[src/rtl/universal_window_counter.sv]
// -----------------------------------------------------------------------------
// universal_window_counter
//
// Up/down counter confined to a runtime-programmable window [lo, hi] with a
// programmable step. It wraps to the opposite limit or saturates at
// the limit it reached. Used as a timebase, address sequencer and PWM
// period source.
//
// Optional feature macro: WCNT_PRESCALER_EN
//   - When defined, a count event happens only once per PRESC enabled
//     cycles.
//   - When undefined, every enabled cycle is a count event and PRESC is
//     ignored.
//
// Parameters
//   N       counter / limit / load width
//   STEP_W  step input width (assumed <= N); a step of 0 counts as 1
//   PRESC   enable prescale ratio (>= 1), WCNT_PRESCALER_EN only
//
// Ports
//   clk        system clock, rising edge
//   rst        asynchronous active-high reset
//   load       synchronous load of D into Q (beats en)
//   en         count enable
//   up         1 = count up, 0 = count down
//   sat        1 = saturate at window edge, 0 = wrap to opposite edge
//   step       count magnitude
//   lo, hi     inclusive window limits (lo <= hi)
//   D          load value (loaded unclamped)
//   Q          counter value
//   max_tick   Q == hi (combinational)
//   min_tick   Q == lo (combinational)
//   wrap_tick  registered one-cycle pulse on a wrap/saturate event
// -----------------------------------------------------------------------------
module universal_window_counter #(
    parameter int N      = 8,
    parameter int STEP_W = 4,
    parameter int PRESC  = 4
) (
    input  logic              clk,
    input  logic              rst,
    input  logic              load,
    input  logic              en,
    input  logic              up,
    input  logic              sat,
    input  logic [STEP_W-1:0] step,
    input  logic [N-1:0]      lo,
    input  logic [N-1:0]      hi,
    input  logic [N-1:0]      D,
    output logic [N-1:0]      Q,
    output logic              max_tick,
    output logic              min_tick,
    output logic              wrap_tick
);

    // Two guard bits: one for carry out of Q+s, one for sign of Q-s.
    localparam int AW = N + 2;

    logic                 count_event;
    logic [STEP_W-1:0]    s_mag;
    logic signed [AW-1:0] q_ext;
    logic signed [AW-1:0] lo_ext;
    logic signed [AW-1:0] hi_ext;
    logic signed [AW-1:0] s_ext;
    logic signed [AW-1:0] sum_up;
    logic signed [AW-1:0] diff_dn;
    logic                 outside;
    logic [N-1:0]         q_next;
    logic                 wrap_next;

    assign s_mag   = (step == '0) ? STEP_W'(1) : step;
    assign q_ext   = $signed({2'b00, Q});
    assign lo_ext  = $signed({2'b00, lo});
    assign hi_ext  = $signed({2'b00, hi});
    assign s_ext   = $signed({{(AW - STEP_W){1'b0}}, s_mag});
    assign sum_up  = q_ext + s_ext;
    assign diff_dn = q_ext - s_ext;
    assign outside = (Q < lo) || (Q > hi);

`ifdef WCNT_PRESCALER_EN
    localparam int            PW         = (PRESC > 1) ? $clog2(PRESC) : 1;
    localparam logic [PW-1:0] PRESC_LAST = PW'(PRESC - 1);

    logic [PW-1:0] presc;

    // Advances on enabled cycles only, so en=0 freezes the phase.
    always_ff @(posedge clk or posedge rst) begin
        if (rst)
            presc <= '0;
        else if (load)
            presc <= '0;
        else if (en)
            presc <= (presc == PRESC_LAST) ? '0 : presc + PW'(1);
    end

    assign count_event = en && !load && (presc == PRESC_LAST);
`else
    assign count_event = en && !load;
`endif

    always_comb begin
        // NOTE: every combinational output gets a default first so no path
        // leaves it unassigned and infers a latch.
        q_next    = Q;
        wrap_next = 1'b0;
        if (load) begin
            q_next = D;
        end else if (count_event) begin
            if (outside) begin
                // Re-entry into the window is not an edge event.
                q_next = up ? lo : hi;
            end else if (up) begin
                if (sum_up <= hi_ext) begin
                    q_next = sum_up[N-1:0];
                end else if (!(sat && Q == hi)) begin
                    // Already parked at hi in saturate mode: hold silently so
                    // the pulse fires once per saturation.
                    q_next    = sat ? hi : lo;
                    wrap_next = 1'b1;
                end
            end else begin
                if (diff_dn >= lo_ext) begin
                    q_next = diff_dn[N-1:0];
                end else if (!(sat && Q == lo)) begin
                    q_next    = sat ? lo : hi;
                    wrap_next = 1'b1;
                end
            end
        end
    end

    always_ff @(posedge clk or posedge rst) begin
        // NOTE: sequential state uses non-blocking assignments so every
        // register samples pre-edge values regardless of block ordering.
        if (rst) begin
            Q         <= '0;
            wrap_tick <= 1'b0;
        end else begin
            Q         <= q_next;
            wrap_tick <= wrap_next;
        end
    end

    assign max_tick = (Q == hi);
    assign min_tick = (Q == lo);

endmodule

[config.mk]
export PLATFORM = sky130hd
export DESIGN_NAME = universal_window_counter
export DESIGN_NICKNAME = d
export VERILOG_FILES = /design/src/rtl/universal_window_counter.sv
export SDC_FILE = /design/constraint.sdc
export NUM_CORES = 1
export LEC_CHECK = 0
export CAP_MARGIN = 10
export CORE_ASPECT_RATIO = 1.75
export CORE_MARGIN = 1
export CORE_UTILIZATION = 30
export DETAILED_ROUTE_END_ITERATION = 10
export GPL_TIMING_DRIVEN = 1
export PLACE_DENSITY = 0.62
export SYNTH_ARGS = -nofsm -noshare
export SYNTH_HDL_FRONTEND = slang
export SYNTH_SLANG_ARGS = --single-unit
[constraint.sdc]
create_clock -name clk -period 5.3 [get_ports clk]
set_input_delay 0.795 -clock clk [delete_from_list [all_inputs] [get_ports clk]]
set_output_delay 0.795 -clock clk [all_outputs]
set_load 0.05 [all_outputs]
==> qor.txt, run 1 <==
status - completed
Num CTS Buffers - 3
GRT Total Usage - 20.1%
post-layout util - 39.0%
unrepaired setup endpoints after global routing - false
critical path class - in2reg
Slew Limit Fails - 0
Hold Buf Count CTS - 0
Wirelength per Cell - 19.3 µm
Syn Nets - 372
Rows - 42
die height - 119 µm
Post-Place Cell Area - 0.00289 mm²
CP arrival - 5.02 ns
Post-synth EDFFs - 0
H-tree depth - 1
Met1 Wirelength - 2870 µm
Max Fclk - 206 MHz
port buffer count - 44
data required time at the worst endpoint - 5.46 ns
# placed instances - 419
type of origin of the critical path - primary input
Clock Tree Root - clkbuf_16
critical path capture point type - flip-flop
gpl congestion - 0.943
Lkg Pwr - 1.32 nW
CTS Sinks - 9
setup TNS - 0 ns
Worst Hold Class - reg2reg
fin crit period - 4.86 ns
Final nets - 413
final instance area - 0.00297 mm²
share of layout cells above drive strength 1 - 9.25%
cell count after synthesis - 295
initial DRC count - 107
Mapped Area - 0.00237 mm²
warnings from Yosys - 0
num ports - 45
Initial Util - 31.1%
first-pass GRT wire length - 12900 µm
HPWL Detailed - 6920 µm
max-cap violations - 0
Via Count - 2483
largest net degree at the start of global routing - 31
Worst VDD drop - 0.228 mV
# DRC - 0
full die area - 0.00826 mm²
core area - 0.00762 mm²
post-CTS sizing - 0
post-synthesis register bit count - 9
CTS tree - yes
metal3 WL - 295 µm
clock skew - 0.00267 ns
Slew @ Worst Pin - 0.808 ns
Critical Path Fanout Max - 7
via/cell ratio - 5.87
Power Dens Cells - 347 mW/mm²
synth unique cells - 62
Async S/R FF share, synth - 100%
die width - 69.1 µm
Overflow after GRT - 0
Rel. slew slack - 46.0%
top sig layer - met4
initial antenna violation count - 0
final hold vios - 0
Avg Cell Area, Syn - 8.02 µm²
Reg clk slew, reported paths - 0.04 ns
final setup fails - 0
Finished Layout Cells - 423
Layout area overhead - 25.6%
vias in the first global route - 2582
clk buf depth - 2
post-synthesis sequential area ratio - 9.52%
DR WL met2 - 4460 µm
ys flop type - dfrtp_1
ANT cells - 0
Pre-antenna DRT Iters - 4
aggregate routed wire length - 8170 µm
fin crit share - 91.7%
clock latency on the worst-skew pair - 0.24 ns
post-CTS setup buffer count - 0
Antenna Nets Post-Route - 0
fillers - 797
==> cell usage in the layout (no fill, tap or decap), types with 6 or more instances in the layout <==
cell type | Yosys | layout
ha_1 | 41 | 41
inv_1 | 28 | 28
nand4_1 | 7 | 7
nand2_1 | 20 | 20
nor2b_1 | 6 | 6
a211oi_1 | 6 | 6
clkdlybuf4s50_1 | 0 | 44
o21a_1 | 6 | 6
xor2_1 | 7 | 7
nor2_1 | 14 | 14
a21oi_1 | 23 | 23
o21ai_0 | 11 | 11
dfrtp_1 | 9 | 9
mux2i_1 | 18 | 18
==> sequential cells by signal (all words and copies together) (netlist names) <==
signal,flops
Q,8
wrap_tick,1
==> cell usage after synthesis, drive strengths merged (2+ instances only) <==
master   count  area [µm²]
ha          41         513
inv         29         109
a21oi       26         141
nand2       22        92.6
mux2i       18         180
nor2        17        71.3
o21ai       15        78.8
dfrtp        9         225
clkbuf       8        30.0
nand4        7        43.8
o21a         7        53.8
xor2         7        61.3
a211oi       6        45.0
nor2b        6        37.5
a21o         5        38.8
a221oi       5        56.3
and2         4        25.0
nand2b       4        25.0
nand3        4        20.0
o211ai       4        30.0
o221a        4        45.0
xnor2        4        35.0
nor3         3        15.0
a2111o       2        22.5
a2111oi      2        23.8
a311o        2        20.0
a31o         2        17.5
a31oi        2        12.5
buf          2        10.0
fa           2        40.0
mux2         2        22.5
nor3b        2        15.0
o2111a       2        22.5
o211a        2        20.0
o21bai       2        15.0
or4          2        15.0
==> logic make-up after synthesis <==
family	Yosys count	share of synthesized area, %
buffers and inverters	39	6.29
muxes	20	8.57
DFF	9	9.52
adders and majority gates	43	23.4
xor gates and xnor gates	11	4.07
AOI/OAI and AO/OA	96	31.0
and+or+nand+nor	77	17.2
==> metrics by stage <==
| stage | worst slack [ns] | hold slack, ns | power, mW |
|---|---|---|---|
| CTS | 0.458 | 0.668 | 1.03 |
| global route | 0.195 | 0.684 | 1.10 |
| detailed placement | 0.223 | 0.660 | 0.889 |
| finish | 0.443 | 0.661 | 1.03 |
| floorplan | 0.929 | 0.623 | 0.657 |
| global placement | 0.325 | 0.650 | 0.879 |
==> final cells by class <==
| cell class | instances | area [µm²] | share of cell area [%] |
|---|---|---|---|
| clock buffer | 3 | 75.1 | 2.53 |
| timing repair buffer | 46 | 455 | 15.3 |
| multi-input combinational | 247 | 1990 | 67.0 |
| clock inverter | 1 | 5.00 | 0.168 |
| tap | 88 | 110 | 3.71 |
| inverter | 29 | 109 | 3.66 |
| sequential | 9 | 225 | 7.58 |
==> final timing paths <==
kind                            slack, ns  depth (start not counted)    to     from
worst max-delay path                 0.44                         17  Q[4]  step[1]
worst min-delay path                 0.66                          1  Q[0]     Q[0]
worst max register to register       1.16                         15  Q[4]     Q[0]
worst min register to register       0.66                          1  Q[0]     Q[0]
max in group asynchronous            4.19                          2  Q[1]      rst
min in group asynchronous            0.84                          2  Q[3]      rst
==> where the power goes <==
group / internal, mW / total (mW) / switching (mW)
Clock: 0.0993 / 0.133 / 0.0332
Combinational: 0.320 / 0.765 / 0.445
Sequential: 0.0839 / 0.133 / 0.0486
==> worst max-delay path: stages <==
cell and delay (ns):
clkdlybuf4s50_1 0.43, inv_1 0.17, a31o_2 0.21, ha_1 0.16, inv_1 0.05, fa_1 0.40, a21o_2 0.23, a2111oi_2 0.38
xor2_1 0.24, ha_1 0.28, a21o_1 0.18, a221oi_1 0.41, o21a_2 0.30, o21ai_1 0.09, o21a_1 0.19, a311o_1 0.35
a31oi_1 0.16
==> routing by layer <==
metal  global-route usage, %  up-vias
li1                        -     1187
met1                    19.6     1174
met2                    38.0       87
met3                    2.28       35
met4                    14.5        0
met5                       0        -
Power figures use the tool's default switching activity.
==> run 2, diff against run 1 <==
--- a/config.mk
+++ b/config.mk
@@ -5,7 +5,6 @@
 export SDC_FILE = /design/constraint.sdc
 export NUM_CORES = 1
 export LEC_CHECK = 0
-export CAP_MARGIN = 10
 export CORE_ASPECT_RATIO = 1.75
 export CORE_MARGIN = 1
 export CORE_UTILIZATION = 30
==> results of run 2 <==
Final layout, timing and power as in run 1 (identical DEF).
==> run 3, diff against run 2 <==
--- a/config.mk
+++ b/config.mk
@@ -5,6 +5,7 @@
 export SDC_FILE = /design/constraint.sdc
 export NUM_CORES = 1
 export LEC_CHECK = 0
+export CAP_MARGIN = 20
 export CORE_ASPECT_RATIO = 1.75
 export CORE_MARGIN = 1
 export CORE_UTILIZATION = 30
==> results of run 3 <==
Final layout, timing and power as in run 1 (identical DEF).
==> RTL change, RTL diff (flow settings as in run 2) <==
`N`: 8 -> 16.
--- a/src/rtl/universal_window_counter.sv
+++ b/src/rtl/universal_window_counter.sv
@@ -33,7 +33,7 @@
 //   wrap_tick  registered one-cycle pulse on a wrap/saturate event
 // -----------------------------------------------------------------------------
 module universal_window_counter #(
-    parameter int N      = 8,
+    parameter int N      = 16,
     parameter int STEP_W = 4,
     parameter int PRESC  = 4
 ) (
Interface: changed (resized D, Q, hi and lo); port bits go from 45 to 77. The function was not compared with the original's and may differ.
==> RTL change against run 2 <==
  * Utilization increased by 3.4 points
  * Global-route usage increased by 3.2 points
  * Setup slack got worse by 0.31 ns
  * Total power grew 32%
  * Design area rose by 98%
  * Clock power increased by 15%
  * Wire length grew 120%
  * Synthesized area is 82% higher
  * Sequential cell count grew 8
  * Critical endpoint is now Q[14]
  * Largest cell class unchanged
==> RTL change: results (changes against run 2) <==
set qor(dr.pass1.iters) 5 ;# +1
set qor(ys.warnings.count) 0 ;# unchanged
set qor(antenna_found_initial) 0 ;# unchanged
set qor(detailedRoute.firstIterationViolations) 284 ;# +170%
set qor(timing.clock.skew_ns) 0.00229 ;# -0.000375 ns
set qor(crit_path_max_fanout) 8 ;# +1
set qor(cp_top_family) {compound AO/OA/AOI/OAI gates}
set qor(power.ir.vdd_worst_mv) 0.151 ;# -34%
set qor(net_count_synth) 724 ;# +95%
set qor(worst-endpoint-arrival_ns) 5.27 ;# +0.25 ns
set qor(crit-reg2reg-capture) {Q[14]}
set qor(postSynth.asyncResetShare_pct) 100 ;# unchanged
set qor(r2r_cells) 18 ;# +3
set qor(endpoint_of_the_worst_hold_timing_path) {Q[0]}
set qor(power.switching_fraction_pct) 49.0 ;# -2.2 points
set qor(max_stage_delay_cell_worst_path) {or4_4}
set qor(clock_path_buffers) 2 ;# unchanged
set qor(cts-root-buf) {clkbuf_16}
set qor(synthTopCellsByArea) {ha_1 (21%), dfrtp_1 (9.9%), o21ai_0 (6.8%)}
set qor(global_route.usage.total_pct) 23.3 ;# +3.2 points
set qor(htree_levels) 1 ;# unchanged
set qor(largest_registers) {Q x16, wrap_tick x1}
set qor(worst_slew_margin_rel_pct) 32.8 ;# -13 points
set qor(wire_length_of_the_first_global_routing_pass_mm) 26.3 ;# +100%
set qor(min-delay-path-class) {flop to flop}
set qor(outcome) {finished clean}
set qor(n_fill_cell) 1427 ;# +79%
set qor(worst_skew_pair.late_latency_ns) 0.25
set qor(critical-path-max-stage-delay_ns) 0.44
set qor(globalplace.congestion) 0.959 ;# +1.7%
set qor(num_vias) 5043 ;# +100%
set qor(ys.flop_type) {dfrtp_1}
set qor(synthDistinctLibCells) 65 ;# +4.8%
set qor(dpl.hpwl_mm) 14.8 ;# +110%
set qor(grt_pass1_vias) 4921 ;# +91%
set qor(postCtsSetupBuffers) 0 ;# unchanged
set qor(cts_resized) 4 ;# +4
set qor(routedWlPerCell_um) 20.3 ;# +5.3%
set qor(grt_max_degree) 49 ;# +58%
set qor(synth_commonest_cells) {ha_1 (73), o21ai_0 (58), nand2_1 (57), inv_1 (50), a21oi_1 (42)}
set qor(r2r_slack_ns) 0.69 ;# -0.47 ns
set qor(insertedDiodeCount) 0 ;# unchanged
set qor(synth_sequential_area_ratio_pct) 9.90 ;# +0.39 points
set qor(static-leakage-power_nw) 2.70 ;# +100%
set qor(hold_path_depth) 1 ;# unchanged
set qor(port-buffer-count) 76 ;# +73%
set qor(worst_hold_startpoint) {Q[0]}
set qor(layout.nets) 843 ;# +100%
set qor(share_of_cells_above_drive_strength_1_pct) 15.8 ;# +6.5 points
set qor(tritoncts.num_buffers) 3 ;# unchanged
RTL change: cell types whose count changed after synthesis, moves of 7 or more:
cell / delta
o21ai_0: +47
nand2_1: +37
ha_1: +32
nor2_1: +23
inv_1: +22
a21oi_1: +19
clkbuf_1: +19
xor2_1: +9
dfrtp_1: +8
nor3_1: +8
nor2b_1: +7
RTL change: worst max path at each step:
stage / slack (ns) / from / to
final: 0.13 / step[1] / Q[14]
after global routing: -0.05 / step[1] / Q[2]
after CTS: -0.004 / step[2] / Q[2]
after global placement: -0.37 / step[2] / Q[2]
after detailed placement: -0.42 / step[2] / Q[2]
after floorplan: 0.45 / step[1] / Q[8]
RTL change: cell type report:
type	instances	area, µm²	share of cell area, %
inverter	50	188	3.19
sequential	17	425	7.22
clock buffer	4	78.8	1.34
timing repair buffer	152	1340	22.7
tap	177	221	3.76
multi-input combinational	486	3640	61.7
RTL change: cell families after synthesis:
logic type               Yosys count  share of synthesized area [%]
XOR/XNOR                          26                           5.30
multiplexers                      25                           6.44
buffers and inverters             88                           8.21
flip-flops                        17                           9.90
AND/OR/NAND/NOR                  174                           20.2
AO/OA/AOI/OAI                    186                           27.7
adder cells (fa/ha/maj)           75                           22.2
RTL change: per-layer routing:
layer / vias to the layer above / routed length [µm] / global-route usage, %
met5: - / 0 / 0
met4: 0 / 1840 / 19.7
met3: 83 / 786 / 1.94
met2: 219 / 9270 / 43.2
met1: 2347 / 6110 / 22.7
li1: 2394 / - / -
RTL change: metrics by stage:
| stage | worst slack [ns] | instances | hold WS, ns | cell area, µm² | power [mW] |
|---|---|---|---|---|---|
| after floorplan | 0.451 | 591 | 0.721 | 4300 | 0.736 |
| after detailed placement | -0.419 | 874 | 0.574 | 5650 | 1.14 |
| after CTS | -0.00450 | 878 | 0.590 | 5730 | 1.30 |
| after global routing | -0.0486 | 886 | 0.606 | 5890 | 1.44 |
| final | 0.131 | 886 | 0.582 | 5890 | 1.36 |
| after global placement | -0.367 | 874 | 0.575 | 5650 | 1.13 |
RTL change: power groups by stage:
stage | Combinational (mW) | Clock [mW] | Sequential (mW)
after detailed placement | 0.958 | 0 | 0.183
final | 1.02 | 0.153 | 0.182
after CTS | 0.965 | 0.154 | 0.181
after floorplan | 0.500 | 0 | 0.236
after global placement | 0.943 | 0 | 0.184
after global routing | 1.10 | 0.160 | 0.184
RTL change: worst register-to-register path, stage by stage (launching register included):
cell and delay [ns]:
dfrtp_1 0.41, inv_1 0.25, ha_2 0.24, inv_1 0.05, fa_1 0.39, a21o_1 0.19
a21o_1 0.23, or4_4 0.44, xnor2_2 0.15, ha_1 0.31, o21ai_2 0.08, nor2_1 0.07
o311ai_2 0.39, a21oi_4 0.16, buf_4 0.17, buf_2 0.17, o221a_2 0.25, o21ai_0 0.33
o21ai_0 0.18
